`src/rtl/instr_fetch_stage.sv`:
```
// Instruction fetch stage: one-cycle memory return, 1-entry skid buffer, RUN/IO_WAIT/HALT control.
// Define FETCH_PERF_CNT_EN to build the fetch_count / stall_cycles performance counters.
module instr_fetch_stage #(
  parameter logic [5:0] OP_IN  = 6'h3C,
  parameter logic [5:0] OP_OUT = 6'h3D,
  parameter logic [5:0] OP_HLT = 6'h3F
) (
  input  logic        clk,
  input  logic        reset,
  input  logic [31:0] pc_in,
  output logic [31:0] imem_addr,
  input  logic [31:0] imem_rdata,
  input  logic        stall,
  input  logic        flush,
  input  logic        switch_io,
  output logic [31:0] instr,
  output logic [31:0] instr_pc,
  output logic        instr_valid,
  output logic        is_in,
  output logic        is_out,
  output logic        io_wait,
  output logic        halted,
  output logic        pc_hold,
  output logic [31:0] fetch_count,
  output logic [15:0] stall_cycles
);

  typedef enum logic [1:0] {S_RUN, S_IO_WAIT, S_HALT} state_e;

  state_e      state_q, state_d;
  logic [31:0] instr_q, instr_d;
  logic [31:0] instr_pc_q, instr_pc_d;
  logic        valid_q, valid_d;
  logic [31:0] skid_q, skid_d;
  logic [31:0] skid_pc_q, skid_pc_d;
  logic        skid_full_q, skid_full_d;
  logic        inflight_q, inflight_d;
  logic [31:0] req_pc_q, req_pc_d;

  logic        hold_instr;
  logic        load;
  logic [31:0] load_word;
  logic [31:0] load_pc;

  assign imem_addr  = pc_in;
  assign pc_hold    = skid_full_q | (state_q != S_RUN) | (stall & valid_q);
  // Outside RUN the presented word is frozen exactly as if decode were stalling.
  assign hold_instr = stall | (state_q != S_RUN);

  always_comb begin
    // NOTE: every signal driven here gets a default first, so no path can infer a latch.
    state_d     = state_q;
    instr_d     = instr_q;
    instr_pc_d  = instr_pc_q;
    valid_d     = valid_q;
    skid_d      = skid_q;
    skid_pc_d   = skid_pc_q;
    skid_full_d = skid_full_q;
    inflight_d  = 1'b0;
    req_pc_d    = req_pc_q;
    load        = 1'b0;
    load_word   = imem_rdata;
    load_pc     = req_pc_q;

    if (state_q == S_HALT) begin
      // Only reset leaves HALT; any late return is simply dropped.
    end else if (flush) begin
      valid_d     = 1'b0;
      skid_full_d = 1'b0;
      state_d     = S_RUN;
    end else begin
      if (skid_full_q && !hold_instr) begin
        // The buffered word goes first; a simultaneous return takes its place.
        load        = 1'b1;
        load_word   = skid_q;
        load_pc     = skid_pc_q;
        skid_full_d = inflight_q;
        if (inflight_q) begin
          skid_d    = imem_rdata;
          skid_pc_d = req_pc_q;
        end
      end else if (inflight_q) begin
        if (!hold_instr || !valid_q) begin
          load = 1'b1;
        end else begin
          skid_full_d = 1'b1;
          skid_d      = imem_rdata;
          skid_pc_d   = req_pc_q;
        end
      end else if (!hold_instr) begin
        valid_d = 1'b0;
      end

      if (load) begin
        instr_d    = load_word;
        instr_pc_d = load_pc;
        valid_d    = 1'b1;
        if (state_q == S_RUN) begin
          case (load_word[31:26])
            OP_IN, OP_OUT: state_d = S_IO_WAIT;
            OP_HLT:        state_d = S_HALT;
            default:       state_d = S_RUN;
          endcase
        end
      end

      if (state_q == S_IO_WAIT && switch_io) state_d = S_RUN;

      if (!pc_hold) begin
        inflight_d = 1'b1;
        req_pc_d   = pc_in;
      end
    end
  end

  // NOTE: sequential state uses non-blocking assignments so every flop samples pre-edge values.
  always_ff @(posedge clk or posedge reset) begin
    if (reset) begin
      state_q     <= S_RUN;
      instr_q     <= '0;
      instr_pc_q  <= '0;
      valid_q     <= 1'b0;
      skid_full_q <= 1'b0;
      inflight_q  <= 1'b0;
    end else begin
      state_q     <= state_d;
      instr_q     <= instr_d;
      instr_pc_q  <= instr_pc_d;
      valid_q     <= valid_d;
      skid_full_q <= skid_full_d;
      inflight_q  <= inflight_d;
    end
  end

  // NOTE: payload registers are qualified by skid_full_q / inflight_q, so they carry no reset.
  always_ff @(posedge clk) begin
    skid_q    <= skid_d;
    skid_pc_q <= skid_pc_d;
    req_pc_q  <= req_pc_d;
  end

  assign instr       = instr_q;
  assign instr_pc    = instr_pc_q;
  assign instr_valid = valid_q;
  assign is_in       = valid_q & (instr_q[31:26] == OP_IN);
  assign is_out      = valid_q & (instr_q[31:26] == OP_OUT);
  assign io_wait     = (state_q == S_IO_WAIT);
  assign halted      = (state_q == S_HALT);

`ifdef FETCH_PERF_CNT_EN
  logic [31:0] fetch_cnt_q;
  logic [15:0] stall_cnt_q;

  always_ff @(posedge clk or posedge reset) begin
    if (reset) begin
      fetch_cnt_q <= '0;
      stall_cnt_q <= '0;
    end else begin
      if (load) fetch_cnt_q <= fetch_cnt_q + 32'd1;
      if (stall && valid_q && stall_cnt_q != 16'hFFFF) stall_cnt_q <= stall_cnt_q + 16'd1;
    end
  end

  assign fetch_count  = fetch_cnt_q;
  assign stall_cycles = stall_cnt_q;
`else
  assign fetch_count  = '0;
  assign stall_cycles = '0;
`endif

endmodule

```
`config.mk`:
```
export PLATFORM = sky130hd
export DESIGN_NAME = instr_fetch_stage
export DESIGN_NICKNAME = d
export VERILOG_FILES = /design/src/rtl/instr_fetch_stage.sv
export SDC_FILE = /design/constraint.sdc
export NUM_CORES = 1
export LEC_CHECK = 0
export BUFFER_PORTS_ARGS = -buffer_cell sky130_fd_sc_hd__buf_2
export CELL_PAD_IN_SITES_DETAIL_PLACEMENT = 0
export CELL_PAD_IN_SITES_GLOBAL_PLACEMENT = 1
export CORE_MARGIN = 2
export CORE_UTILIZATION = 40
export CTS_CLUSTER_DIAMETER = 50
export DETAILED_ROUTE_END_ITERATION = 16
export GPL_ROUTABILITY_DRIVEN = 0
export GPL_TIMING_DRIVEN = 0
export PLACE_DENSITY_LB_ADDON = 0.1
export SYNTH_ARGS = -nofsm -noshare
export SYNTH_HDL_FRONTEND = slang
export SYNTH_SLANG_ARGS = --single-unit
```
`constraint.sdc`:
```
create_clock -name clk -period 7.7 [get_ports clk]
set_clock_uncertainty 0.05 [all_clocks]
set_input_delay 0.385 -clock clk [delete_from_list [all_inputs] [get_ports clk]]
set_output_delay 0.385 -clock clk [all_outputs]
set_load 0.01 [all_outputs]
```
==> flow_summary.yaml <==
floorplan:
  rows: 48
  coreArea_um2: 17100
  start_util: 0.406
  chipHeight_um: 136
  die_w_um: 136
  ios: 219
  dieArea_um2: 18400
detailed_routing:
  dr.pass1.iters: 4
  ant_nets: 0
  wl_per_cell_um: 15.4
  wl_mm: 15.4
  drt_iter0_drc: 201
  vias_per_cell: 4.65
  vias: 4653
  drc_errors: 0
sta:
  finalSetupViolCount: 0
  slew_violations: 0
  fin_crit_sh: 0.423
  relSlewSlack: 0.402
  final_hold_viol_count: 0
  rsz0062_at_grt: "false"
  tightest_slew_ns: 0.893
  layout_min_cycle_time_ns: 3.26
  hold_slack_ns: 0.103
  clock.fmax_mhz: 307
place:
  io_buffers: 170
  placedCellCount: 965
  hpwlAfterDp_mm: 11.1
cts:
  clk_latency_ns: 0.42
  cts.sinks: 165
  cts_buffers: 17
  post_cts_buffers: 0
  path_clk_slew_ns: 0.06
  cts_tree: "done"
  cts-root-buf: "clkbuf_16"
  cts_htree_levels: 4
  clk_path_buf_depth: 2
  cts_resized: 0
synth:
  synth_area_leader_cell: "edfxtp_1"
  ys_top_cells_by_area: "edfxtp_1 (41%), dfrtp_1 (25%), mux2i_1 (9.2%)"
  synth_edf_count: 96
  synth_seq_cells: 165
  ys_seq_area_frac: 0.663
  synthesis.area_um2: 6950
  ys.warnings.count: 0
  yosysTopAreaCellShare: 0.415
  synth-async-reset-ratio: 0.418
  syn_avg_cell_area_um2: 13.5
  synthFlopType: "edfxtp_1"
  yosysUniqueCellTypes: 36
  syn_inst: 515
global_route:
  grt_max_degree: 44
  grt_pass1_wl_mm: 24.1
  grt_overflow: 0
  grt_pass1_vias: 4599
  antenna_found_initial: 2
  grt_use_total: 0.172
finish:
  final_common_cell: "buf_2"
  syn2layout_area_growth_pct: 29.3
  post_route_cells_drive_above_1_share: 0.383
  layout.nets: 829
  final_cell_mix: "buf_2 (171), edfxtp_1 (96), buf_4 (81)"
  final_cells: 1001
worst_setup_path:
  cp-end-kind: "register"
  crit_arrival_ns: 3.34
  crit_fanout: 12
  crit_required_ns: 7.78
  r2r_cells: 8
  crit_type: "reg2reg"
  startpoint_type: "register"
run_status:
  status: "finished, final reports clean"
run:
  maxCapViolations: 0
pwr:
  power_density_nw_per_um2: 333
  peakVddDrop_mv: 0.168
  power_leakage_nw: 4.31
min_path:
  min_path_type: "in2reg"
  hold_depth: 1
layout make-up:
cell class	count	area, um^2
Fill cell	1516	8130
Sequential cell	165	4610
Multi-Input combinational cell	282	1750
Timing Repair Buffer	179	995
Buffer	110	763
Clock buffer	20	447
Tap cell	225	282
Clock inverter	11	110
Inverter	5	21.3
Antenna cell	4	10.0
worst max-delay path: stages, from the launching register on:
cell and delay [ns]:
dfrtp_1 0.37, clkbuf_1 0.37, nand2b_1 0.25, nand2_1 0.13, clkbuf_1 0.28, clkbuf_1 0.32
nor3_2 0.78, buf_6 0.26, buf_8 0.16
sequential cells by signal, indices dropped and copies added, names as in the netlist:
name / flops
skid_full_q: 1
inflight_q: 1
instr_pc: 32
instr: 32
state_q: 2
skid_pc_q: 32
req_pc_q: 32
instr_valid: 1
skid_q: 32
cell usage after synthesis (3+ instances only):
master	instances
nor2b_1	3
buf_4	81
o21ai_0	71
o21ai_1	60
mux2i_1	64
buf_6	6
nand2_1	5
nor2_1	5
dfrtp_1	69
inv_1	5
clkbuf_1	21
edfxtp_1	96
metal layers:
| metal | wire length, um | GRT usage |
|---|---|---|
| met5 | 0 | 0 |
| met4 | 337 | 0.0723 |
| met3 | 1050 | 0.0430 |
| met2 | 7540 | 0.282 |
| met1 | 6460 | 0.219 |
through the flow:
stage	TNS (ns)	total power [mW]	area, um^2	setup WS, ns	util
5_1_grt	0	3.19	8980	4.16	0.525
2_1_floorplan	0	1.83	7130	1.39	-
3_3_place_gp	-109.93	2.17	8260	-1.72	0.482
6_report	0	2.99	8980	4.44	0.525
4_1_cts	0	3.04	8970	4.37	0.524
3_5_place_dp	0	2.22	8410	4.39	0.491
report_power, final:
| group | internal (mW) | switching [mW] |
|---|---|---|
| Sequential | 1.21 | 0.125 |
| Clock | 0.479 | 0.325 |
| Combinational | 0.349 | 0.505 |
kinds of logic after synthesis:
group,count (synthesis),share of synthesized area
AO/OA/AOI/OAI,144,0.109
other,1,0.000540
buffers and inverters,115,0.113
AND/OR/NAND/NOR,26,0.0221
multiplexers,64,0.0922
flip-flops,165,0.663
path summary, 6_finish.rpt:
kind                                        start  slack, ns                      end
max in group asynchronous                   reset       6.58     inflight_q$_DFF_PP0_
min in group asynchronous                   reset       0.46    instr[19]$_DFFE_PP0P_
hold / removal                          pc_in[20]       0.10   req_pc_q[20]$_DFFE_PP_
setup reg to reg           state_q[0]$_DFFE_PP0P_       4.44   skid_pc_q[3]$_DFFE_PP_
setup / recovery           state_q[0]$_DFFE_PP0P_       4.44   skid_pc_q[3]$_DFFE_PP_
hold reg to reg            req_pc_q[25]$_DFFE_PP_       0.40  skid_pc_q[25]$_DFFE_PP_
what timing repair did:
action	CTS	global route
hold buffers	1	0
hold endpoints to repair	26	0
setup endpoints to repair	0	0
Note: power is estimated with default switching activity, not from simulation.
